## config.mk

```make
export PLATFORM = sky130hd
export DESIGN_NAME = fifo_multi_vc
export DESIGN_NICKNAME = d
export VERILOG_FILES = /design/src/rtl/fifo_vc_pkg.sv /design/src/rtl/fifo_vc_chan.sv /design/src/rtl/fifo_multi_vc.sv
export SDC_FILE = /design/constraint.sdc
export NUM_CORES = 1
export LEC_CHECK = 0
export CAP_MARGIN = 25
export CORE_ASPECT_RATIO = 0.5
export CORE_UTILIZATION = 40
export CTS_BUF_LIST = sky130_fd_sc_hd__clkbuf_8
export DETAILED_ROUTE_END_ITERATION = 8
export DONT_BUFFER_PORTS = 1
export SETUP_SLACK_MARGIN = 0.5
export SYNTH_ARGS = -nofsm -noshare
export SYNTH_HDL_FRONTEND = slang
export SYNTH_SLANG_ARGS = --single-unit
export TNS_END_PERCENT = 20
```

## constraint.sdc

```tcl
create_clock -name clk -period 7.7 [get_ports clk]
set_input_delay 1.54 -clock clk [delete_from_list [all_inputs] [get_ports clk]]
set_output_delay 1.54 -clock clk [all_outputs]
set_load 0.01 [all_outputs]
```

## src/rtl/fifo_vc_pkg.sv

```systemverilog
// Shared definitions for the multi-virtual-channel FIFO bank:
// a clog2 helper for deriving pointer/count/select widths, and the
// per-channel operation encodings formed as {read_ok, write_ok}.
package fifo_vc_pkg;

    localparam logic [1:0] OP_NONE = 2'b00;
    localparam logic [1:0] OP_WR   = 2'b01;
    localparam logic [1:0] OP_RD   = 2'b10;
    localparam logic [1:0] OP_WRRD = 2'b11;

    // Ceiling log2, never below 1 so derived vectors always have a bit.
    function automatic int clog2(input int value);
        int r;
        r = 0;
        while ((1 << r) < value) r++;
        if (r == 0) r = 1;
        return r;
    endfunction

endpackage

```

## src/rtl/fifo_vc_chan.sv

```systemverilog
// One virtual-channel FIFO: storage, wrap-around pointers, fill count,
// status flags, sticky overrun/underrun error and optional peak-fill tracker.
// Optional feature macro: FIFO_PEAK_EN (peak_fill tracking; tied to 0 otherwise).
module fifo_vc_chan
    import fifo_vc_pkg::*;
#(
    parameter int BW    = 6,
    parameter int DEPTH = 8,
    parameter int AW    = clog2(DEPTH),
    parameter int CW    = AW + 1
) (
    input  logic          clk,
    input  logic          reset,
    input  logic          wr_en,
    input  logic [BW-1:0] wr_data,
    input  logic          rd_en,
    input  logic [CW-1:0] umbral_bajo,
    input  logic [CW-1:0] umbral_alto,
    input  logic          err_clr,
    output logic [BW-1:0] rd_data,
    output logic          rd_valid,
    output logic [CW-1:0] fill,
    output logic          full,
    output logic          empty,
    output logic          almost_full,
    output logic          almost_empty,
    output logic          error_out,
    output logic [CW-1:0] peak_fill
);

    localparam logic [AW-1:0] LAST_PTR = AW'(DEPTH - 1);
    localparam logic [CW-1:0] FULL_CNT = CW'(DEPTH);

    logic [BW-1:0] mem [DEPTH];
    logic [AW-1:0] wptr;
    logic [AW-1:0] rptr;
    logic          rd_ok;
    logic          wr_ok;
    logic [1:0]    op;

    // Wrap explicitly at DEPTH-1 so non-power-of-two depths work.
    function automatic logic [AW-1:0] next_ptr(input logic [AW-1:0] p);
        return (p == LAST_PTR) ? '0 : p + AW'(1);
    endfunction

    assign full         = (fill == FULL_CNT);
    assign empty        = (fill == '0);
    assign almost_full  = (fill >= umbral_alto);
    assign almost_empty = (fill <= umbral_bajo);

    // A full channel still takes a write when a read frees a slot in the
    // same cycle; an empty channel never forwards a same-cycle write.
    assign rd_ok = rd_en && !empty;
    assign wr_ok = wr_en && (!full || rd_ok);
    assign op    = {rd_ok, wr_ok};

    // Storage is not reset; only pointers and fill define valid contents.
    always_ff @(posedge clk) begin
        if (wr_ok) mem[wptr] <= wr_data;
    end

    // Pointers, occupancy, registered read data and sticky error.
    always_ff @(posedge clk) begin
        if (reset) begin
            wptr      <= '0;
            rptr      <= '0;
            fill      <= '0;
            rd_data   <= '0;
            rd_valid  <= 1'b0;
            error_out <= 1'b0;
        end else begin
            rd_valid <= rd_ok;
            if (rd_ok) begin
                rd_data <= mem[rptr];
                rptr    <= next_ptr(rptr);
            end
            if (wr_ok) wptr <= next_ptr(wptr);
            case (op)
                OP_WR:   fill <= fill + CW'(1);
                OP_RD:   fill <= fill - CW'(1);
                OP_NONE,
                OP_WRRD: fill <= fill;
                default: fill <= fill;
            endcase
            // A new fault outranks a clear arriving in the same cycle.
            if ((wr_en && !wr_ok) || (rd_en && !rd_ok)) error_out <= 1'b1;
            else if (err_clr)                          error_out <= 1'b0;
        end
    end

`ifdef FIFO_PEAK_EN
    // High-water mark of the registered fill, cleared with the error flag.
    always_ff @(posedge clk) begin
        if (reset || err_clr)      peak_fill <= '0;
        else if (fill > peak_fill) peak_fill <= fill;
    end
`else
    assign peak_fill = '0;
`endif

endmodule

```

## src/rtl/fifo_multi_vc.sv

```systemverilog
// Bank of NCH independent virtual-channel FIFOs with one shared,
// channel-selected write port and per-channel read ports.
// Optional feature macro: FIFO_PEAK_EN (per-channel peak fill tracking).
module fifo_multi_vc
    import fifo_vc_pkg::*;
#(
    parameter  int BW    = 6,
    parameter  int DEPTH = 8,
    parameter  int NCH   = 4,
    localparam int AW    = clog2(DEPTH),
    localparam int CW    = AW + 1,
    localparam int CHW   = clog2(NCH)
) (
    input  logic              clk,
    input  logic              reset,
    input  logic              wr_en,
    input  logic [CHW-1:0]    wr_ch,
    input  logic [BW-1:0]     wr_data,
    input  logic [NCH-1:0]    rd_en,
    input  logic [CW-1:0]     umbral_bajo,
    input  logic [CW-1:0]     umbral_alto,
    input  logic [NCH-1:0]    err_clr,
    output logic [NCH*BW-1:0] rd_data,
    output logic [NCH-1:0]    rd_valid,
    output logic [NCH*CW-1:0] fill,
    output logic [NCH-1:0]    full,
    output logic [NCH-1:0]    empty,
    output logic [NCH-1:0]    almost_full,
    output logic [NCH-1:0]    almost_empty,
    output logic [NCH-1:0]    error_out,
    output logic [NCH*CW-1:0] peak_fill
);

    for (genvar c = 0; c < NCH; c++) begin : g_chan
        logic ch_wr;

        assign ch_wr = wr_en && (wr_ch == CHW'(c));

        fifo_vc_chan #(
            .BW    (BW),
            .DEPTH (DEPTH),
            .AW    (AW),
            .CW    (CW)
        ) u_chan (
            .clk          (clk),
            .reset        (reset),
            .wr_en        (ch_wr),
            .wr_data      (wr_data),
            .rd_en        (rd_en[c]),
            .umbral_bajo  (umbral_bajo),
            .umbral_alto  (umbral_alto),
            .err_clr      (err_clr[c]),
            .rd_data      (rd_data[c*BW +: BW]),
            .rd_valid     (rd_valid[c]),
            .fill         (fill[c*CW +: CW]),
            .full         (full[c]),
            .empty        (empty[c]),
            .almost_full  (almost_full[c]),
            .almost_empty (almost_empty[c]),
            .error_out    (error_out[c]),
            .peak_fill    (peak_fill[c*CW +: CW])
        );
    end

endmodule

```

==> metrics, run 1 <==
Peak supply drop around 180 uV; Layout Skew about 0.013 ns; post-synth cell types 67; hold crit path type flip-flop to flip-flop; Tcrit/Tclk final between 50% and 60%; Starting DRT DRC Count 433; met3 Track Usage GR under 10%; CTS root buffer clkbuf_8; Synth Flop Type edfxtp_1; pin count of the biggest net entering global routing 70; IO Port Bufs 0; cell total after placement about 1200; Max Fclk 0.236 GHz; gr busiest metal met2; commonest cells in the netlist edfxtp_1 (192), dfxtp_1 (72), ha_1 (58); area share of and/or/nand/nor cells after synthesis 8.74%; Cell Pwr Density 275 mW/mm2; Hold WS just over 0.5 ns; status complete, no violations; largest family of logic cells by synthesized area multiplexers; worst hold path cell count 2; Filler cells between 2000 and 3000; EDFF count, synth between 150 and 200; multi-input logic area between 0.004 and 0.005 mm2; CP arrival 2.70 ns; top-count cell post-synth edfxtp_1; row count 44; CTS tree done; multiplexer share of the synthesized area 11.9%; R2R depth 9; DRT Pass-1 Iters 4; Layout area overhead 7.47%; vias in the first global route approximately 7000; initial antenna violation count 2; leakage about 4.5 nW; synthesized area around 0.012 mm2; RSZ-0062 raised after global routing no; setup TNS 0 ns; Setup WS pre-CTS between 3 and 4 ns; final worst slack between 3 and 4 ns; required time worst endpoint 6.16 ns; critical path class input pin to output port; GRT met1 Usage 20.6%; I/O Pins approximately 110; DRC 0; Rel. slew slack between 30% and 40%; Worst-Margin Slew approximately 0.96 ns; total number of vias 6763; Overflow after GRT 0; first-pass GRT wire length approximately 38 mm; Nets between 900 and 1000; GP Congestion between 0.8 and 0.9; xor/xnor share of the synthesized area less than 1%; share of layout cells above drive strength 1 approximately 15%; Hold Vio Cnt, Final 0; Chip Height about 120 um; Synth top area share a little under half; core box area between 0.02 and 0.03 mm2; die area 0.0310 mm2; global routing usage summed across all routing layers between 10% and 20%; Max FO, Critical Path 4; Clock Sinks between 200 and 300; setup violators final 0; Area contributors post-synth edfxtp_1 (48%), dfxtp_1 (12%), mux4_2 (8.9%), ha_1 (6.0%), buf_4 (2.8%); Detailed Route WL about 24 mm; Seq/Total Area, Yosys between 50% and 60%; clk slew on worst S/H paths roughly 0.060 ns; ys async rst share 0%; Setup crit start kind input pin; Routed Antenna Nets 0; post-DR vias/cell between 5 and 6; synth warn 0; met2 usage a little over a quarter; clk_lat worst skew approximately 0.53 ns; syn_area_per_cell 14.2 um2; min cycle time layout about 4.2 ns; synthesized flop and latch total about 260; WL per Instance approximately 19 um; Syn Inst Count between 800 and 900; Slew Limit Fails 0; cts hold-fix bufs 0; Bufs on Longest Clock Path 3; adder-cell area share of the yosys netlist 6.33%; Synth area leader edfxtp_1; Num CTS Buffers 40; Setup Fix Bufs, Post-CTS 0; PostCTS Resize Cnt 0; post-DP HPWL 15.8 mm; max-cap violations 0; CP Capture Type output port; width of the die between 200 and 250 um; Initial Utilization between 40% and 50%; Sequential Area 0.00721 mm2; final std cells w/o fill ~1300; # H-tree levels 2; compound-cell area share of the yosys netlist under 10%
[logic make-up after synthesis]
family / after synthesis
flops: 264
simple gates: 195
compound gates: 134
buf+inv: 102
mux: 84
fa+ha+maj: 60
xor+xnor: 11
other cells: 1
[cell usage in the layout (no fill, tap or decap), drive strengths merged, types with 9 or more instances in the layout]
cell and count:
inv 40, dfxtp 72, clkbuf 46, a21oi 45, nor3 24, nand2b 16, nor2b 10, a211oi 13
nand2 33, nor2 53, a21o 12, o21ai 28, buf 9, clkinv 9, mux2i 33, mux4 48
edfxtp 192, nor3b 9, ha 58, conb 16
[metal layers]
layer	up-vias	wire length, um
met5	-	0
met4	0	360
met3	32	986
met2	120	11800
met1	3427	10800
li1	3184	-
[worst max-delay path, cell delays in order]
cell and delay [ns]:
inv_1 0.13, ha_1 0.27, nor2b_1 0.14, o21a_1 0.17, o21a_1 0.16, o21ai_0 0.31
[sequential cells by signal, indices dropped and copies added (netlist names)]
register / flops
g_chan.u_chan.mem: 192
g_chan.u_chan.rd_valid: 4
g_chan.u_chan.rd_data: 24
g_chan.u_chan.fill: 16
g_chan.u_chan.wptr: 12
g_chan.u_chan.error_out: 4
g_chan.u_chan.rptr: 12
[report_power, final]
| part | internal [mW] | switching (mW) |
|---|---|---|
| Combinational | 0.321 | 0.321 |
| Clock | 0.606 | 0.519 |
| Sequential | 1.61 | 0.199 |
[area by class of cell]
class | count | share of cell area [%]
repair buffers | 13 | 0.616
flip-flops and latches | 264 | 55.4
inverters | 24 | 0.693
multi-input cells | 500 | 33.5
clock inverters | 29 | 1.50
well taps | 391 | 3.76
clock buffers | 42 | 4.45
diodes | 1 | 0.0192
[stage by stage]
stage                     power, mW  utilization (%)  area, um2
after global routing           3.77             44.3      13000
after global placement         2.47             41.5      12200
after floorplan                2.42                -      12200
after detailed placement       2.49             41.5      12200
final                          3.58             44.3      13000
after CTS                      3.63             44.2      13000
[final timing paths]
check	startpoint	endpoint	slack, ns
min	g_chan[3].u_chan.error_out	g_chan[3].u_chan.error_out	0.51
max reg2reg	g_chan[1].u_chan.fill[1]	g_chan[1].u_chan.fill[3]	4.33
max	umbral_bajo[1]	almost_empty[2]	3.46
min reg2reg	g_chan[3].u_chan.error_out	g_chan[3].u_chan.error_out	0.51
Power figures use the tool's default switching activity.
==> run 2, diff against run 1 <==
clock period = 4.45 ns   (was 7.7 ns; I/O delays follow)
==> metrics, run 2 (same netlist as run 1, synthesis figures left out) <==
Layout area overhead 7.70%; PostCTS Resize Cnt 0; width of the die roughly 250 um; initial antenna violation count 0; # H-tree levels 2; Nets ~930; max-cap violations 0; Setup WS pre-CTS 1.16 ns; CP Capture Type output port; GP Congestion 0.753; Hold Vio Cnt, Final 0; max reg flops between 150 and 200; WL per Instance about 19 um; most common cell after layout, fill and taps aside edfxtp_1; DRT Pass-1 Iters 4; clk slew on worst S/H paths ~0.06 ns; first-pass GRT wire length roughly 38 mm; I/O Pins roughly 110; global routing usage summed across all routing layers 16.1%; post-DP HPWL between 15 and 20 mm; Setup Fix Bufs, Post-CTS 0; die area slightly above 0.03 mm2; DRC 0; CTS root buffer clkbuf_8; IO Port Bufs 0; CP most frequent cell o21a_1; crit path cell chain ha_1, nor2b_1, o21a_1, o21a_1, o21ai_0; core box area between 0.02 and 0.03 mm2; Max stage delay on crit path about 0.73 ns; final worst slack approximately 1.2 ns; Starting DRT DRC Count between 500 and 600; Initial Utilization roughly two fifths; status complete, no violations; Max Fclk roughly 0.30 GHz; leakage around 4.5 nW; most flop-heavy register g_chan.u_chan.mem; Top Registers g_chan.u_chan.mem: 192 flops, g_chan.u_chan.rd_data: 24 flops, g_chan.u_chan.fill: 16 flops; Post-DP Area between 0.01 and 0.015 mm2; Max FO, Critical Path 12; CTS tree done; Chip Height 125 um; row count 44; Worst-Margin Slew ~1.0 ns; most frequent cells in the layout edfxtp_1 (192), dfxtp_1 (72), ha_1 (58), nor2_1 (53), mux4_2 (48); Routed Antenna Nets 0; Final Instance Area ~0.013 mm2; clk_lat worst skew 0.54 ns; setup violators final 0; min cycle time layout 3.30 ns; Clock Sinks roughly 260; Peak supply drop roughly 210 uV; Overflow after GRT 0; RSZ-0062 raised after global routing no; critical path class flip-flop to output port; CP max stage cell dfxtp_1; CP arrival 2.41 ns; required time worst endpoint between 3 and 4 ns; vias in the first global route between 6000 and 7000; Filler cells approximately 2600; Detailed Route WL between 20 and 25 mm; Num CTS Buffers 39; share of layout cells above drive strength 1 around 16%; setup TNS 0 ns; cts hold-fix bufs 0; Bufs on Longest Clock Path 3; post-DR vias/cell between 5 and 6; Rel. slew slack 31.3%; Slew Limit Fails 0; pin count of the biggest net entering global routing 70; total number of vias roughly 6800; hold crit path type input pin to flip-flop; Layout Skew between 0.01 and 0.015 ns; Tcrit/Tclk final 74.1%; Setup crit start kind flip-flop; Cell Pwr Density 477 mW/mm2
==> run 2: cell types whose count changed in the layout (fill, tap and decap cells not counted) <==
cell       before  now
clkinv_1        6    1
clkbuf_2        4    0
clkbuf_8       42   46
buf_4           6    9
clkinv_2        3    6
buf_2           3    1
bufinv_16       3    1
buf_16          0    1
clkbuf_4        0    1
inv_6           0    1
==> run 2: worst max-delay path, delay by kind of cell (launching register included) <==
| family | cells | cell delay, ns |
|---|---|---|
| adders and majority gates | 1 | 0.37 |
| AOI/OAI and AO/OA | 3 | 0.63 |
| and+or+nand+nor | 1 | 0.14 |
| DFF | 1 | 0.73 |
==> run 2: routing by layer <==
metal	share of wire, %	global-route usage [%]	vias to the layer above
met4	2.2	4.91	0
met2	48	26.6	140
li1	-	-	3187
met1	46	21.2	3389
met3	4.0	3.39	41
met5	0	0	-
==> run 2: worst paths after layout <==
path	endpoint	cells after the start	start	slack (ns)
max	almost_empty[3]	5	g_chan[3].u_chan.fill[1]	1.15
min	g_chan[2].u_chan.wptr[0]	1	reset	0.42
max reg2reg	g_chan[1].u_chan.fill[3]	9	g_chan[1].u_chan.fill[3]	1.20
min reg2reg	g_chan[2].u_chan.error_out	2	g_chan[2].u_chan.error_out	0.51
==> run 2: final cells by class <==
| cell class | instances | area [um2] | share of cell area (%) |
|---|---|---|---|
| Clock buffer | 46 | 633 | 4.86 |
| Timing Repair Buffer | 12 | 108 | 0.826 |
| Antenna cell | 1 | 2.50 | 0.0192 |
| Multi-Input combinational cell | 500 | 4360 | 33.5 |
| Sequential cell | 264 | 7210 | 55.3 |
| Tap cell | 391 | 489 | 3.76 |
| Inverter | 24 | 90.1 | 0.692 |
| Clock inverter | 26 | 140 | 1.08 |
==> run 2: stage by stage <==
step           power, mW  hold WS (ns)  util, %  std cells
2_1_floorplan       4.18         0.446        -        866
3_3_place_gp        4.27         0.497     41.6       1188
3_5_place_dp        4.32         0.507     41.6       1189
4_1_cts             6.26         0.375     44.3       1261
5_1_grt             6.55         0.394     44.4       1263
6_report            6.21         0.419     44.4       1264
==> run 2: power by group <==
group          leakage, nW  switching [mW]  internal, mW
Combinational         1.77           0.593         0.577
Clock                0.460           0.928          1.01
Sequential            2.32           0.322          2.79
